$ cat config.mk
export PLATFORM = sky130hd
export DESIGN_NAME = time_date_converter
export DESIGN_NICKNAME = d
export VERILOG_FILES = /design/src/rtl/time_date_converter.sv
export SDC_FILE = /design/constraint.sdc
export NUM_CORES = 1
export LEC_CHECK = 0
export CORE_MARGIN = 3
export CORE_UTILIZATION = 25
export DETAILED_ROUTE_END_ITERATION = 8
export GPL_TIMING_DRIVEN = 0
export PLACE_DENSITY_LB_ADDON = 0.3
export SKIP_LAST_GASP = 1
export SYNTH_ARGS = -nofsm -noshare
export SYNTH_HDL_FRONTEND = slang
export SYNTH_SLANG_ARGS = --single-unit
$ cat constraint.sdc
create_clock -name clockSignal -period 3.6 [get_ports clockSignal]
set_input_delay 0.9 -clock clockSignal [delete_from_list [all_inputs] [get_ports clockSignal]]
set_output_delay 0.9 -clock clockSignal [all_outputs]
set_load 0.02 [all_outputs]
$ cat src/rtl/time_date_converter.sv
// Converts a 100 Hz tick count since 1970-01-01 into time, date and weekday.
// Shared restoring divider, then iterative year and month walks.
module time_date_converter #(
  parameter int EPOCH_YEAR    = 1970,
  parameter int EPOCH_DOW     = 4,
  parameter int MAX_YEAR      = 9999,
  parameter int TICKS_PER_SEC = 100
) (
  input  logic        clockSignal,
  input  logic        reset,
  input  logic        convertStart,
  input  logic [63:0] tickCount,
  output logic        busy,
  output logic        done,
  output logic [6:0]  centisecondsDisplay,
  output logic [5:0]  secondsDisplay,
  output logic [5:0]  minutesDisplay,
  output logic [4:0]  hoursDisplay,
  output logic [2:0]  dayOfWeekDisplay,
  output logic [4:0]  dateDisplay,
  output logic [3:0]  monthDisplay,
  output logic [13:0] yearDisplay,
  output logic        overflow
);

  typedef enum logic [3:0] {
    IDLE, DIV100, DIV60S, DIV60M, DIV24, DIV7, YEAR, MONTH, FINISH
  } state_t;

  localparam logic [13:0] Y0    = 14'(EPOCH_YEAR);
  localparam logic [13:0] YMAX  = 14'(MAX_YEAR);
  localparam logic [1:0]  R4_0  = 2'(EPOCH_YEAR % 4);
  localparam logic [6:0]  R1H_0 = 7'(EPOCH_YEAR % 100);
  localparam logic [8:0]  R4H_0 = 9'(EPOCH_YEAR % 400);

  state_t      state;
  logic [5:0]  cnt;
  logic [63:0] quo;
  logic [63:0] rem;
  logic [63:0] days;
  logic [6:0]  cs_w;
  logic [5:0]  sec_w;
  logic [5:0]  min_w;
  logic [4:0]  hr_w;
  logic [2:0]  dow_w;
  logic [13:0] year_w;
  logic [3:0]  month_w;
  logic [1:0]  r4;
  logic [6:0]  r100;
  logic [8:0]  r400;

  logic [63:0] divisor;
  logic [63:0] r_sh;
  logic [63:0] r_nx;
  logic [63:0] q_nx;
  logic        ge;
  logic        leap;
  logic [63:0] ylen;
  logic [63:0] mlen;

  always_comb begin
    divisor = 64'd1;
    case (state)
      DIV100:         divisor = 64'(TICKS_PER_SEC);
      DIV60S, DIV60M: divisor = 64'd60;
      DIV24:          divisor = 64'd24;
      DIV7:           divisor = 64'd7;
      default:        divisor = 64'd1;
    endcase
    r_sh = {rem[62:0], quo[63]};
    ge   = (r_sh >= divisor);
    r_nx = ge ? (r_sh - divisor) : r_sh;
    q_nx = {quo[62:0], ge};
    leap = (r4 == 2'd0) && ((r100 != 7'd0) || (r400 == 9'd0));
    ylen = leap ? 64'd366 : 64'd365;
    mlen = 64'd31;
    case (month_w)
      4'd2:                      mlen = leap ? 64'd29 : 64'd28;
      4'd4, 4'd6, 4'd9, 4'd11:   mlen = 64'd30;
      default:                   mlen = 64'd31;
    endcase
  end

  always_ff @(posedge clockSignal) begin
    if (reset) begin
      state               <= IDLE;
      cnt                 <= '0;
      quo                 <= '0;
      rem                 <= '0;
      days                <= '0;
      cs_w                <= '0;
      sec_w               <= '0;
      min_w               <= '0;
      hr_w                <= '0;
      dow_w               <= '0;
      year_w              <= Y0;
      month_w             <= 4'd1;
      r4                  <= R4_0;
      r100                <= R1H_0;
      r400                <= R4H_0;
      busy                <= 1'b0;
      done                <= 1'b0;
      overflow            <= 1'b0;
      centisecondsDisplay <= '0;
      secondsDisplay      <= '0;
      minutesDisplay      <= '0;
      hoursDisplay        <= '0;
      dayOfWeekDisplay    <= 3'(EPOCH_DOW);
      dateDisplay         <= 5'd1;
      monthDisplay        <= 4'd1;
      yearDisplay         <= Y0;
    end else begin
      done <= 1'b0;
      unique case (state)
        IDLE, FINISH: begin
          state <= IDLE;
          if (convertStart) begin
            quo   <= tickCount;
            rem   <= '0;
            cnt   <= '0;
            busy  <= 1'b1;
            state <= DIV100;
          end
        end
        DIV100, DIV60S, DIV60M, DIV24, DIV7: begin
          cnt <= cnt + 6'd1;
          quo <= q_nx;
          rem <= r_nx;
          if (cnt == 6'd63) begin
            rem <= '0;
            case (state)
              DIV100: begin
                cs_w  <= r_nx[6:0];
                state <= DIV60S;
              end
              DIV60S: begin
                sec_w <= r_nx[5:0];
                state <= DIV60M;
              end
              DIV60M: begin
                min_w <= r_nx[5:0];
                state <= DIV24;
              end
              DIV24: begin
                hr_w  <= r_nx[4:0];
                days  <= q_nx;
                quo   <= q_nx + 64'(EPOCH_DOW);
                state <= DIV7;
              end
              default: begin
                dow_w   <= r_nx[2:0];
                year_w  <= Y0;
                month_w <= 4'd1;
                r4      <= R4_0;
                r100    <= R1H_0;
                r400    <= R4H_0;
                state   <= YEAR;
              end
            endcase
          end
        end
        YEAR: begin
          if (days >= ylen) begin
            if (year_w == YMAX) begin
              // Date is unrepresentable; time and weekday still publish.
              centisecondsDisplay <= cs_w;
              secondsDisplay      <= sec_w;
              minutesDisplay      <= min_w;
              hoursDisplay        <= hr_w;
              dayOfWeekDisplay    <= dow_w;
              dateDisplay         <= '0;
              monthDisplay        <= '0;
              yearDisplay         <= '0;
              overflow            <= 1'b1;
              done                <= 1'b1;
              busy                <= 1'b0;
              state               <= FINISH;
            end else begin
              days   <= days - ylen;
              year_w <= year_w + 14'd1;
              r4     <= r4 + 2'd1;
              r100   <= (r100 == 7'd99) ? 7'd0 : r100 + 7'd1;
              r400   <= (r400 == 9'd399) ? 9'd0 : r400 + 9'd1;
            end
          end else begin
            state <= MONTH;
          end
        end
        MONTH: begin
          if (days >= mlen) begin
            days    <= days - mlen;
            month_w <= month_w + 4'd1;
          end else begin
            centisecondsDisplay <= cs_w;
            secondsDisplay      <= sec_w;
            minutesDisplay      <= min_w;
            hoursDisplay        <= hr_w;
            dayOfWeekDisplay    <= dow_w;
            dateDisplay         <= days[4:0] + 5'd1;
            monthDisplay        <= month_w;
            yearDisplay         <= year_w;
            overflow            <= 1'b0;
            done                <= 1'b1;
            busy                <= 1'b0;
            state               <= FINISH;
          end
        end
        default: state <= IDLE;
      endcase
    end
  end

endmodule

==> summary.txt, run 1 <==
Status
  – Status: complete, but fails checks
  – Failing checks: negative setup slack

Global routing
  – GRT overflow: 0
  – Global-route wire length before repair: between 100000 and 150000 um
  – Number of global-route vias before repair: 18100
  – Largest net degree at the start of global routing: 14
  – Initial antenna violation count: 2
  – Overall Global Routing Usage: approximately a fifth

Clock network
  – Worst-Skew Late Latency: between 0.5 and 0.6 ns
  – Worst-path clk slew: around 0.070 ns
  – CTS sink cnt: about 320
  – CTS tree: yes
  – H-tree depth: 2
  – TritonCTS Buffers: 38
  – Root Buffer: clkbuf_16
  – CTS Buffer Depth: 3

Critical path
  – CP max stage cell: or4_1
  – Critical path data arrival time: roughly 4.2 ns
  – Critical Path Stages: 10
  – Setup crit start: days[12]$_SDFFE_PP0P_
  – CP max stage delay: roughly 0.63 ns
  – Setup CP Type: reg -> reg
  – Worst setup endpoint: days[35]$_SDFFE_PP0P_
  – Max Fanout on Critical Path: 8
  – Worst path required time: 4.07 ns
  – FF-to-FF path depth: 10
  – Kind of cell adding the most delay to the critical path: simple AND/OR/NAND/NOR gates
  – R2R Setup Slk: -0.11 ns
  – Reg-to-reg endpoint: days[35]$_SDFFE_PP0P_
  – RR Startpoint: days[12]$_SDFFE_PP0P_
  – Worst path buffer plus inverter count: 3
  – Crit-path cells: nor4_4, nand4_1, or4_1, or4_4, buf_12, nand2_8, buf_6, clkbuf_16, nor2_4, o32ai_2
  – CP Capture Type: flop
  – Startpoint types: flop

Placed design
  – Port Buf Inserts: between 100 and 150
  – Placed cells: 3373
  – Placed cell areas: just over 20000 um^2
  – Gpl congestion: 0.998
  – Post-DP HPWL: 56000 um

Timing
  – RSZ-0062 raised after global routing: true
  – Worst-margin pin slew: about 1.3 ns
  – Fin. Hold Viols: 0
  – Final setup margin: -0.105 ns
  – Setup violators final: 16
  – Hold WS: ~0.45 ns
  – Final Cycle Share: 103%
  – Worst Clk Skew: between 0.03 and 0.04 ns
  – Max_slew headroom: between 10% and 20%
  – Final Max Tran Viols: 0
  – Max frequency: roughly 270 MHz
  – Fin crit period: 3.71 ns

Die
  – Die width: approximately 270 um
  – Die height: 274 um
  – Initial Util: about a quarter
  – Die area: ~75000 um^2
  – Core Rows: 97
  – Core ar.: roughly 71000 um^2
  – I/O pin cnt: between 100 and 150

Synth
  – Synthesized cell area: ~18000 um^2
  – Sequential share of the synthesized area: between 30% and 40%
  – Post-synth ARST share: 0%
  – Mean Syn Cell Area: 7.74 um^2
  – Synth Register Bits: roughly 320
  – Top FF cell, synth: dfxtp_1
  – Top cells by area, synth: dfxtp_1 35%, nand2_1 5.9%, nor2_1 4.5%
  – Netlist cell types: 89
  – Synth area leader: dfxtp_1
  – Synth Warn #: 0
  – Post-synth EDFFs: 0
  – Post-synth top area share: 35.4%
  – Syn Inst Count: around 2300
  – Syn_nets: 2408

Power and ir drop
  – Leak: roughly 8.4 nW
  – Maximum VDD drop: between 0.4 and 0.5 mV
  – P per Cell Area: ~680 nW/um^2

Detailed routing
  – Post-Route WL: 78400 um
  – Vias per cell: around 5.5
  – Routed len/inst: between 20 and 25 um
  – DR iter-0 viols: about 2200
  – Via Count: ~19000
  – DRC viols: 0
  – Post-route ant nets: 0
  – Initial DRT Pass Iterations: 7

Worst hold path
  – Worst Hold Class: reg -> reg

Layout
  – Layout cells sized above 1: between 10% and 20%
  – Syn-to-layout area delta: 32.8%
  – Fin util: between 30 and 40%
  – Ant diodes: 0
  – Final net count: approximately 2600
  – Finished Cell Area: about 24000 um^2
  – Fin cells: about 3500

Job
  – Max Cap Violations: 0
worst register-to-register path, stage by stage (launching register included):
cell,delay (ns)
dfxtp_1,0.40
nor4_4,0.59
nand4_1,0.41
or4_1,0.63
or4_4,0.63
buf_12,0.20
nand2_8,0.13
buf_6,0.12
clkbuf_16,0.15
nor2_4,0.04
o32ai_2,0.29
worst min path at each step:
| stage | start | depth (start not counted) | to |
|---|---|---|---|
| 6_report | min_w[2]$_SDFFE_PP0P_ | 2 | minutesDisplay[2]$_SDFFE_PP0P_ |
| 5_1_grt | min_w[0]$_SDFFE_PP0P_ | 2 | minutesDisplay[0]$_SDFFE_PP0P_ |
| 4_1_cts | min_w[2]$_SDFFE_PP0P_ | 2 | minutesDisplay[2]$_SDFFE_PP0P_ |
| 3_5_place_dp | min_w[1]$_SDFFE_PP0P_ | 2 | minutesDisplay[1]$_SDFFE_PP0P_ |
| 3_3_place_gp | rem[62]$_SDFFE_PP0P_ | 2 | rem[62]$_SDFFE_PP0P_ |
| 2_1_floorplan | rem[62]$_SDFFE_PP0P_ | 2 | rem[62]$_SDFFE_PP0P_ |
synth_stat cells (6+ instances only):
master and number:
a211oi_1 26, a21o_1 13, a21oi_1 147, a221o_1 11, a221oi_1 10, a22o_1 20
a22oi_1 33, a311oi_1 6, a31oi_1 12, a32o_1 14, and2_1 11, and3_1 43
and4_1 6, buf_2 20, clkbuf_1 123, dfxtp_1 317, ha_1 24, inv_1 51
mux2i_1 16, nand2_1 281, nand2b_1 12, nand3_1 100, nand3b_1 7, nand4_1 46
nor2_1 213, nor2b_1 12, nor3_1 89, nor3b_1 8, nor4_1 60, o211ai_1 16
o21a_1 12, o21ai_0 154, o21ai_1 12, o22ai_1 40, o31ai_1 13, o32ai_1 14
or2_2 13, or3_1 32, or4_1 22, xnor2_1 83, xor2_1 61
through the flow:
stage	setup TNS [ns]	total power, mW	setup slack, ns
detailed placement	-223.88	13.4	-1.26
CTS	-0.0829	16.0	-0.0412
floorplan	-0.0603	9.35	-0.0201
global placement	-225.26	13.3	-1.26
global route	-6.60	16.8	-0.165
finish	-0.387	16.1	-0.105
layout make-up:
| cell class | instances | area (um^2) |
|---|---|---|
| clock buffers | 54 | 1080 |
| repair buffers | 197 | 2010 |
| multi-input cells | 1792 | 11900 |
| fillers | 7337 | 46700 |
| inverters | 52 | 195 |
| well taps | 940 | 1180 |
| plain buffers | 146 | 878 |
| clock inverters | 14 | 220 |
| flip-flops and latches | 317 | 6360 |
cells by family after synthesis:
kind of cell,Yosys count,synth area share [%]
compound gates,614,22.4
xor+xnor,144,7.04
fa+ha+maj,27,2.01
buf+inv,207,4.75
flops,317,35.4
mux,18,1.02
simple gates,987,27.4
per-layer routing:
metal / part of all wire [%] / global-route usage, % / wire (um) / up-vias
li1: - / - / - / 8941
met1: 41 / 25.0 / 32200 / 9227
met5: 0.034 / 0 / 27 / -
met3: 7.6 / 3.63 / 5950 / 288
met2: 45 / 31.6 / 35200 / 895
met4: 6.4 / 11.1 / 5040 / 4
cells in the final DEF (no fill, tap or decap), types with 16 or more instances in the layout:
master and count:
o22ai_1 33, or3_1 31, nor3_1 73, xnor2_1 79, o211ai_1 16, a211oi_1 25, nor2_1 201, a22oi_1 31
o21ai_0 124, xor2_1 60, clkbuf_1 112, a21oi_1 137, dfxtp_1 308, buf_6 23, and3_1 43, nor4_1 39
nand2_1 275, or4_1 21, buf_12 16, nand4_1 46, buf_4 59, clkdlybuf4s50_1 118, inv_1 49, a22o_1 20
o21ai_1 24, ha_1 20, clkbuf_16 46, nand3_1 96
repair_timing:
| action | in CTS | in global routing |
|---|---|---|
| gates resized for setup | 142 | 222 |
| hold buffers | 0 | 0 |
| buffers inserted | 32 | 36 |
| endpoints found under the setup margin | 289 | 263 |
| pin swaps | 25 | 71 |
| cloned | 2 | 11 |
flip-flops by register name, indices dropped and copies added, names as in the netlist, 7 cells and up:
name / count
yearDisplay: 14
quo: 64
rem: 63
r400: 9
days: 64
centisecondsDisplay: 7
cs_w: 7
year_w: 14
r100: 7
report_power, final:
part	internal, mW	switching (mW)	leakage [nW]	total (mW)
clock	2.40	1.71	0.635	4.11
combinational	2.69	4.45	5.22	7.14
sequential	3.98	0.843	2.57	4.82
total	9.07	7.01	8.43	16.1
(Power assumes the default switching activity.)
==> run 2: changes to the inputs <==
Settings changed: ABC_CLOCK_PERIOD_IN_PS set to 3600, CORE_UTILIZATION 25 to 54, HOLD_SLACK_MARGIN set to 0.1.
==> run 2 against run 1 <==
The run still ends with negative setup slack left. Clock power decreased by 8.3%. Clock-buffer cell count decreased by 8. Fmax increased by 0.76%. Critical path depth decreased by 1. Sequential power increased by 7.1%. Final area decreased by 3.1%. Worst hold slack improved by 0.0019 ns. Register-to-register slack improved by 0.03 ns. Largest cell class unchanged. Largest power group unchanged. Highest routed layer unchanged.
==> summary.txt, run 2 (synthesized netlist as in run 1, its figures left out) <==
Clock network
  – Root Buffer: clkbuf_16
  – CTS sink cnt: roughly 320
  – TritonCTS Buffers: 36
  – Worst-Skew Late Latency: about 0.56 ns
  – CTS tree: yes
  – # hold bufs at CTS: 0
  – H-tree depth: 2
  – CTS Buffer Depth: 3
  – Worst-path clk slew: 0.06 ns

Power and ir drop
  – Switching share of power: about 46%
  – Maximum VDD drop: approximately 1.1 mV
  – Pint: 9.60 mW
  – Leak: between 8 and 9 nW
  – Switching power of the nets: approximately 8.1 mW
  – Clk network pwr share: 21.3%
  – Share of total power in sequential cells: 29.1%
  – P per Cell Area: ~770 nW/um^2
  – Logic gate share of total power: 49.6%

Layout
  – Fin util: a little over two thirds
  – Layout cells sized above 1: about 15%
  – Leading registers by flop count: days (64), quo (64), rem (63)
  – Syn-to-layout area delta: 28.7%
  – Most frequent cells in the layout: 311 x dfxtp_1, 270 x nand2_1, 198 x nor2_1
  – Final net count: ~2600
  – Commonest non-fill, non-tap cell in the layout: dfxtp_1

Critical path
  – Worst path required time: 4.00 ns
  – Max Fanout on Critical Path: 6
  – Reg-to-reg endpoint: quo[60]$_SDFFE_PP0P_
  – RR Startpoint: quo[6]$_SDFFE_PP0P_
  – FF-to-FF path depth: 9
  – Critical path data arrival time: just over 4 ns
  – CP max stage delay: between 0.9 and 1 ns
  – Cell seen most often among critical-path stages: nand4_1
  – R2R Setup Slk: -0.08 ns
  – Crit-path cells: nand4_1, nor4_1, nand4_1, nor3_1, nand4_1, buf_6, nor3_1, xnor2_1, o22ai_1
  – CP max stage cell: nor3_1
  – CP Capture Type: flop
  – Setup CP Type: reg -> reg
  – Startpoint types: flop

Die
  – Core ar.: around 33000 um^2
  – Initial Util: roughly 55%
  – I/O pin cnt: 120
  – Die area: ~35000 um^2
  – Die height: about 190 um
  – Die width: 188 um
  – Core Rows: 66

Detailed routing
  – DRC viols: 0
  – Vias per cell: approximately 6.8
  – Post-Route WL: roughly 78000 um
  – Via Count: about 20000
  – DR iter-0 viols: ~2700
  – Post-route ant nets: 0
  – Routed len/inst: around 26 um
  – Initial DRT Pass Iterations: 6

Timing
  – Fin. Hold Viols: 0
  – Final setup margin: -0.0771 ns
  – RSZ-0062 raised after global routing: true
  – Worst-margin pin slew: between 1 and 1.5 ns
  – Worst Clk Skew: 0.0330 ns
  – Max frequency: 272 MHz
  – Max_slew headroom: between 15 and 20%
  – Setup violators final: 34
  – Fin crit period: around 3.7 ns
  – Final Max Tran Viols: 0
  – Final Cycle Share: 102%

Placed design
  – Dpl ws: -1.26 ns
  – Post-DP HPWL: ~55000 um
  – Gpl congestion: about 1.1
  – Port Buf Inserts: 118

Global routing
  – Overall Global Routing Usage: between 40% and 50%
  – Initial antenna violation count: 1
  – Number of global-route vias before repair: ~19000
  – Global-route wire length before repair: approximately 110000 um
  – GRT overflow: 0
  – Largest net degree at the start of global routing: 14

Status
  – Status: complete, but fails checks
  – Failing checks: negative setup slack

Worst hold path
  – Hold Path Sink: secondsDisplay[4]$_SDFFE_PP0P_
  – Hold Crit Start: secondsDisplay[4]$_SDFFE_PP0P_
  – Worst Hold Class: reg -> reg
  – WHS Path Cells: 2

Job
  – Max Cap Violations: 0
[run 2: changes by cell type in the layout (fill, tap and decap cells not counted), sizes merged]
| cell | delta |
|---|---|
| buf | +2 |
| clkinvlp | -1 |
| clkinv | +4 |
| nand3 | +1 |
| clkbuf | -8 |
| inv | +2 |
| diode | +2 |
| bufinv | -1 |
| and2 | -1 |
[run 2: layout make-up]
| type | instances | area, um^2 |
|---|---|---|
| antenna | 2 | 5.00 |
| buffer | 147 | 850 |
| clock buffer | 46 | 988 |
| clock inverter | 18 | 199 |
| fill | 2606 | 9570 |
| inverter | 52 | 198 |
| multi-input combinational | 1792 | 11900 |
| sequential | 317 | 6360 |
| tap | 442 | 553 |
| timing repair buffer | 198 | 2010 |
[run 2: repair_timing]
item,in CTS,in global routing
pin swaps,18,95
setup buffers,16,53
cloned,1,11
resized for setup,124,245
hold endpoints to repair,0,0
endpoints found under the setup margin,287,265
[run 2: metal layers]
layer,up-vias,track usage (%),share of wire (%),wire length [um]
met5,-,0,0.018,14
met4,2,19.5,6.1,4750
met3,315,9.40,12,9360
met2,1329,61.5,42,32900
met1,9825,54.9,39,30500
li1,8951,-,-,-
[run 2: stage by stage]
stage	power [mW]	area [um^2]	hold WS (ns)	std cells	TNS, ns
after floorplan	9.35	17900	0.419	2314	-0.0603
after global placement	12.0	19700	0.438	2874	-192.66
after detailed placement	12.3	19700	0.447	2875	-215.93
after CTS	17.4	21500	0.456	2952	-0.184
after global routing	18.4	23000	0.482	3012	-9.20
final	17.7	23000	0.453	3014	-1.08
[run 2: how the worst max path moves through the flow]
stage,start,end,slack (ns)
floorplan,state[0]$_SDFFE_PP0P_,rem[43]$_SDFFE_PP0P_,-0.02
global route,r400[4]$_SDFFE_PP1P_,quo[57]$_SDFFE_PP0P_,-0.19
CTS,state[0]$_SDFFE_PP0P_,rem[29]$_SDFFE_PP0P_,-0.04
finish,quo[6]$_SDFFE_PP0P_,quo[60]$_SDFFE_PP0P_,-0.08
detailed placement,r400[2]$_SDFFE_PP0P_,days[40]$_SDFFE_PP0P_,-1.26
global placement,r400[2]$_SDFFE_PP0P_,days[40]$_SDFFE_PP0P_,-1.23
[run 2: power groups by stage]
| stage | Clock, mW | Combinational (mW) | Sequential (mW) |
|---|---|---|---|
| 2_1_floorplan | 0 | 4.76 | 4.60 |
| 3_3_place_gp | 0 | 6.89 | 5.10 |
| 3_5_place_dp | 0 | 7.18 | 5.15 |
| 4_1_cts | 3.77 | 8.44 | 5.20 |
| 5_1_grt | 3.90 | 9.33 | 5.15 |
| 6_report | 3.77 | 8.78 | 5.16 |
[run 2: critical path, delay by kind of cell (launching register included)]
kind            cells  cell delay [ns]
xor+xnor            1             0.16
buf+inv             1             0.27
compound gates      1             0.09
simple gates        6             2.37
flops               1             0.63
